$ cat config.mk
export PLATFORM = sky130hd
export DESIGN_NAME = aurora_cmd_wbmaster
export DESIGN_NICKNAME = d
export VERILOG_FILES = /design/src/rtl/aurora_cmd_wbmaster.sv
export SDC_FILE = /design/constraint.sdc
export NUM_CORES = 1
export LEC_CHECK = 0
export CAP_MARGIN = 5
export CORE_MARGIN = 3
export CORE_UTILIZATION = 40
export CTS_CLUSTER_DIAMETER = 50
export DETAILED_ROUTE_END_ITERATION = 16
export MAX_ROUTING_LAYER = met4
export PLACE_DENSITY = 0.79
export SYNTH_ARGS = -nofsm -noshare
export SYNTH_HDL_FRONTEND = slang
export SYNTH_SLANG_ARGS = --single-unit
$ cat constraint.sdc
create_clock -name aclk -period 1.93 [get_ports aclk]
set_input_delay 0.386 -clock aclk [delete_from_list [all_inputs] [get_ports aclk]]
set_output_delay 0.386 -clock aclk [all_outputs]
set_load 0.01 [all_outputs]
$ cat src/rtl/aurora_cmd_wbmaster.sv
// Bridges an addr/data command stream pair onto a single-outstanding Wishbone
// master, returning read data (or all-ones on error/timeout) on a response stream.
module aurora_cmd_wbmaster #(
    parameter int ADDR_BITS = 22,
    parameter int TIMEOUT   = 255
) (
    input  logic                 aclk,
    input  logic                 areset,
    input  logic [31:0]          s_cmd_addr_tdata,
    input  logic                 s_cmd_addr_tvalid,
    output logic                 s_cmd_addr_tready,
    input  logic [31:0]          s_cmd_data_tdata,
    input  logic                 s_cmd_data_tvalid,
    output logic                 s_cmd_data_tready,
    output logic [31:0]          m_resp_tdata,
    output logic                 m_resp_tvalid,
    input  logic                 m_resp_tready,
    output logic                 wb_cyc_o,
    output logic                 wb_stb_o,
    output logic                 wb_we_o,
    output logic [ADDR_BITS-1:0] wb_adr_o,
    output logic [31:0]          wb_dat_o,
    output logic [3:0]           wb_sel_o,
    input  logic [31:0]          wb_dat_i,
    input  logic                 wb_ack_i,
    input  logic                 wb_err_i,
    output logic [7:0]           err_count
);

    localparam logic [1:0] ST_IDLE = 2'd0;
    localparam logic [1:0] ST_BUS  = 2'd1;
    localparam logic [1:0] ST_DONE = 2'd2;
    localparam logic [7:0] TMO_LIMIT = 8'(TIMEOUT);

    logic [1:0]           state_q, state_d;
    logic [ADDR_BITS-1:0] adr_q, adr_d;
    logic                 we_q, we_d;
    logic [31:0]          dat_q, dat_d;
    logic [31:0]          resp_data_q, resp_data_d;
    logic                 resp_vld_q, resp_vld_d;
    logic [7:0]           err_cnt_q, err_cnt_d;
    logic [7:0]           tmo_q, tmo_d;
    logic                 start_wr, start_rd, tmo_hit, bus_end, bus_fail;

    // Address bits above ADDR_BITS (below the read flag) carry no meaning.
    logic unused_addr_bits;
    assign unused_addr_bits = ^s_cmd_addr_tdata[30:ADDR_BITS];

    always_comb begin
        state_d     = state_q;
        adr_d       = adr_q;
        we_d        = we_q;
        dat_d       = dat_q;
        resp_data_d = resp_data_q;
        resp_vld_d  = resp_vld_q;
        err_cnt_d   = err_cnt_q;
        tmo_d       = tmo_q;

        start_wr = s_cmd_addr_tvalid && !s_cmd_addr_tdata[31] && s_cmd_data_tvalid;
        // A read may only launch once the response slot is free, so it can never block.
        start_rd = s_cmd_addr_tvalid && s_cmd_addr_tdata[31] && !resp_vld_q;
        tmo_hit  = (tmo_q == TMO_LIMIT);
        bus_end  = wb_ack_i || wb_err_i || tmo_hit;
        bus_fail = wb_err_i || (!wb_ack_i && tmo_hit);

        if (resp_vld_q && m_resp_tready) begin
            resp_vld_d = 1'b0;
        end

        case (state_q)
            ST_IDLE: begin
                if (start_wr || start_rd) begin
                    state_d = ST_BUS;
                    adr_d   = s_cmd_addr_tdata[ADDR_BITS-1:0];
                    we_d    = !s_cmd_addr_tdata[31];
                    tmo_d   = 8'd0;
                    if (start_wr) begin
                        dat_d = s_cmd_data_tdata;
                    end
                end
            end
            ST_BUS: begin
                tmo_d = tmo_q + 8'd1;
                if (bus_end) begin
                    state_d = ST_DONE;
                    if (!we_q) begin
                        resp_data_d = bus_fail ? 32'hFFFF_FFFF : wb_dat_i;
                    end
                    if (bus_fail && (err_cnt_q != 8'hFF)) begin
                        err_cnt_d = err_cnt_q + 8'd1;
                    end
                end
            end
            ST_DONE: begin
                state_d = ST_IDLE;
                if (!we_q) begin
                    resp_vld_d = 1'b1;
                end
            end
            default: state_d = ST_IDLE;
        endcase
    end

    always_ff @(posedge aclk) begin
        if (areset) begin
            state_q     <= ST_IDLE;
            adr_q       <= '0;
            we_q        <= 1'b0;
            dat_q       <= '0;
            resp_data_q <= '0;
            resp_vld_q  <= 1'b0;
            err_cnt_q   <= '0;
            tmo_q       <= '0;
        end else begin
            state_q     <= state_d;
            adr_q       <= adr_d;
            we_q        <= we_d;
            dat_q       <= dat_d;
            resp_data_q <= resp_data_d;
            resp_vld_q  <= resp_vld_d;
            err_cnt_q   <= err_cnt_d;
            tmo_q       <= tmo_d;
        end
    end

    assign wb_cyc_o          = (state_q == ST_BUS);
    assign wb_stb_o          = (state_q == ST_BUS);
    assign wb_we_o           = we_q;
    assign wb_adr_o          = adr_q;
    assign wb_dat_o          = dat_q;
    assign wb_sel_o          = 4'hF;
    assign s_cmd_addr_tready = (state_q == ST_DONE);
    assign s_cmd_data_tready = (state_q == ST_DONE) && we_q;
    assign m_resp_tdata      = resp_data_q;
    assign m_resp_tvalid     = resp_vld_q;
    assign err_count         = err_cnt_q;

endmodule

==> impl_results.md <==
* Status: finished, final reports clean
* Finish-stage setup viols at 0
* Comb pwr share at a little under a fifth
* Critical Path RT at 1540 ps
* First-pass GRT wire length at between 15 and 20 mm
* Area Overhead vs Synth at 53.8%
* Seq/Total Area, Yosys at around 48%
* Post-synth EDFFs at 0
* Power, Total at between 4000 and 5000 uW
* Flop pwr share at a little over half
* Vias at about 4.1k
* Yosys cell types at 43
* HP Class: reg2reg
* DR vias/cell at slightly below 5
* CP Launch Type: flop
* Design area at around 6700 um^2
* Most Crowded Layer GR: met2
* Die W at around 110 um
* FP Rows at 37
* Clock Pin Slew Worst Setup and Hold Paths at ~100 ps
* Crit path max-delay family: buffers and inverters
* CP Class: reg2out
* Worst-Skew Late Latency at between 300 and 400 ps
* Sw frac at 26.8%
* CTS tree: yes
* Placement Setup Slack at -135 ps
* Max frequency at 563 MHz
* Area of the mapped netlist at about 4400 um^2
* Layout fillers at 840
* CTS Buf Count at 9
* Synth top area share at roughly 48%
* Hpwl dp at 8.87 mm
* Num Clock Sinks at 106
* Core Box Area at between 10,000 and 15,000 um^2
* Hold Startpoint: wb_dat_o[4]
* Worst-Margin Slew at between 700 and 800 ps
* Synth Warn # at 0
* Fin cells at approximately 840
* Htree depth at 3
* Area leader, netlist: dfxtp_1
* Clock root buffer: clkbuf_8
* DIE HEIGHT at between 100 and 150 um
* Worst clock skew at between 8 and 9 ps
* GP Congestion at 0.836
* Worst r2r src: tmo_q[1]
* DRC at 0
* GR Layer Usage met3 at under 10%
* Crit-path max FO at 6
* Initial Utilization at 41.8%
* Power per standard cell area at between 600 and 700 nW/um^2
* Largest net degree at the start of global routing at 76
* Most frequent cells after synthesis: nand2_1 (147), dfxtp_1 (106), a21oi_1 (67)
* CP Buf/Inv Count at 2
* Vias in the first global route at ~4.2k
* WL/cell at ~14 um
* P_sw at roughly 1200 uW
* Critical path data arrival time at roughly 1400 ps
* Synth Area per Inst at roughly 8.7 um^2
* Ranking of synthesized cells by area: dfxtp_1 (48%), nand2_1 (13%), a21oi_4 (11%), a21oi_1 (7.6%), nor2_1 (3.6%)
* Layout Nets at slightly above 800
* RSZ-0062 raised after global routing: no
* CP Capture Type: output port
* DRT Pass-1 Iters at 4
* Register area at 2130 um^2
* Final Core Density at 64.2%
* Antenna Cells at 0
* Dpl cell area at 6530 um^2
* Final setup margin at around 150 ps
* Worst IR Drop VDD at 0.442 mV
* GR Util met1 at 24.1%
* Main synth FF type: dfxtp_1
* Overall die area at about 12,000 um^2
* Dpl cells at a little over 800
* Input/output buffers at ~190
* Clock share of power at about 28%
* Hold Vio Cnt, Final at 0
* Crit-path cells: nand2b_1 > inv_2 > dlygate4sd2_1
* CP startpoint: state_q[1]
* Pint at approximately 3300 uW
* CP max stage cell: dfxtp_2
* Synth Register Bits at roughly 110
* Max-cap violation count at 0
* Synthesized instance count at around 510
* Area of the multi-input gates at 2050 um^2
* Max-slew headroom at between 50% and 60%
* CP max stage delay at roughly 350 ps
* IO Pins at approximately 210
* GR Overflow Total at 0
* Drt total wl at 12.2 mm
* M2 GR Usage at between 30% and 40%
* Most frequent cell after synthesis: nand2_1
* Fin. max-slew vios at 0
* Final Cycle Share at about 92%
* Initial antenna violation count at 0
* Final ANT Viol Nets at 0
* Detailed Route Iter0 Violations at roughly 230
* LEAKAGE at approximately 0.0024 uW
* Share of layout cells above drive strength 1 at 12.2%
* Shortest period the worst path allows at 1780 ps
* Ys async rst share at 0%
* Max clock buf depth at 2
* Total track usage at between 10% and 20%
-- worst register-to-register path, stage by stage, from the launching register on --
cell,delay (ps)
dfxtp_1,350
ha_1,170
buf_4,140
and4b_1,180
a21oi_1,60
buf_4,160
buf_12,130
or3_1,350
a21oi_1,160
-- final timing paths --
check / endpoint / cells after the start / slack [ps]
hold / removal: wb_dat_o[4] / 2 / 460
hold reg to reg: wb_dat_o[4] / 2 / 460
setup / recovery: wb_stb_o / 3 / 150
setup reg to reg: err_count[5] / 8 / 160
-- kinds of logic after synthesis --
family,synth area share (%)
AO/OA/AOI/OAI,21.2
XOR/XNOR,0.399
adder cells (fa/ha/maj),0.570
buffers and inverters,5.50
flip-flops,48.3
multiplexers,0.770
other,0.0854
AND/OR/NAND/NOR,23.1
-- power by group through the flow --
| stage | clock network [uW] | registers, uW | logic (uW) |
|---|---|---|---|
| after floorplan | 0 | 2450 | 307 |
| after global placement | 0 | 2400 | 838 |
| after detailed placement | 0 | 2410 | 856 |
| after CTS | 1310 | 2360 | 858 |
| after global routing | 1400 | 2370 | 923 |
| final | 1260 | 2360 | 859 |
-- cell type report --
class	instances	area share, %
clock buffer	9	1.84
tap	136	2.52
timing repair buffer	218	32.7
multi-input combinational	360	30.3
sequential	106	31.5
clock inverter	7	0.779
inverter	5	0.278
-- per-layer routing --
layer / vias to the layer above / share of wire, %
met5: - / 0
met3: 5 / 6.9
met4: 0 / 0.71
li1: 2050 / -
met2: 158 / 48
met1: 1929 / 44
-- registers in the layout, indices dropped and copies added (netlist names) --
| signal | cells |
|---|---|
| tmo_q | 8 |
| m_resp_tvalid | 1 |
| state_q | 2 |
| wb_dat_o | 32 |
| wb_we_o | 1 |
| wb_adr_o | 22 |
| err_count | 8 |
| m_resp_tdata | 32 |
-- cell usage in the layout (no fill, tap or decap), types with 2 or more instances in the layout --
cell             instances
or2_2                    2
a21oi_4                 30
nor3_1                   6
clkbuf_8                 9
nor2_1                  42
dlygate4sd2_1            4
a21oi_1                 67
conb_1                   4
and3_1                   3
or3_1                    6
clkdlybuf4s50_1        188
buf_4                   18
xor2_1                   2
a2bb2oi_1                2
buf_12                   5
inv_1                    3
ha_1                     2
mux2_2                   3
nand3_1                 11
o21ai_0                  5
clkinv_4                 2
nor2b_1                  3
a31oi_1                  3
dfxtp_1                103
inv_6                    2
nand2_1                147
nand4_1                  5
clkinv_2                 2
dfxtp_2                  3
-- metrics by stage --
stage | hold slack, ps | TNS, ps
2_1_floorplan | 470 | 0
3_3_place_gp | 436 | -2520
3_5_place_dp | 445 | -3710
4_1_cts | 460 | 0
5_1_grt | 482 | 0
6_report | 459 | 0
-- timing repair --
action	in CTS	in global routing
buffers inserted	0	0
hold buffers	0	0
endpoints found under the hold margin	0	0
cloned	0	1
resized for setup	8	3
setup endpoints to repair	4	21
No activity file was read; power rests on OpenSTA's default activity.
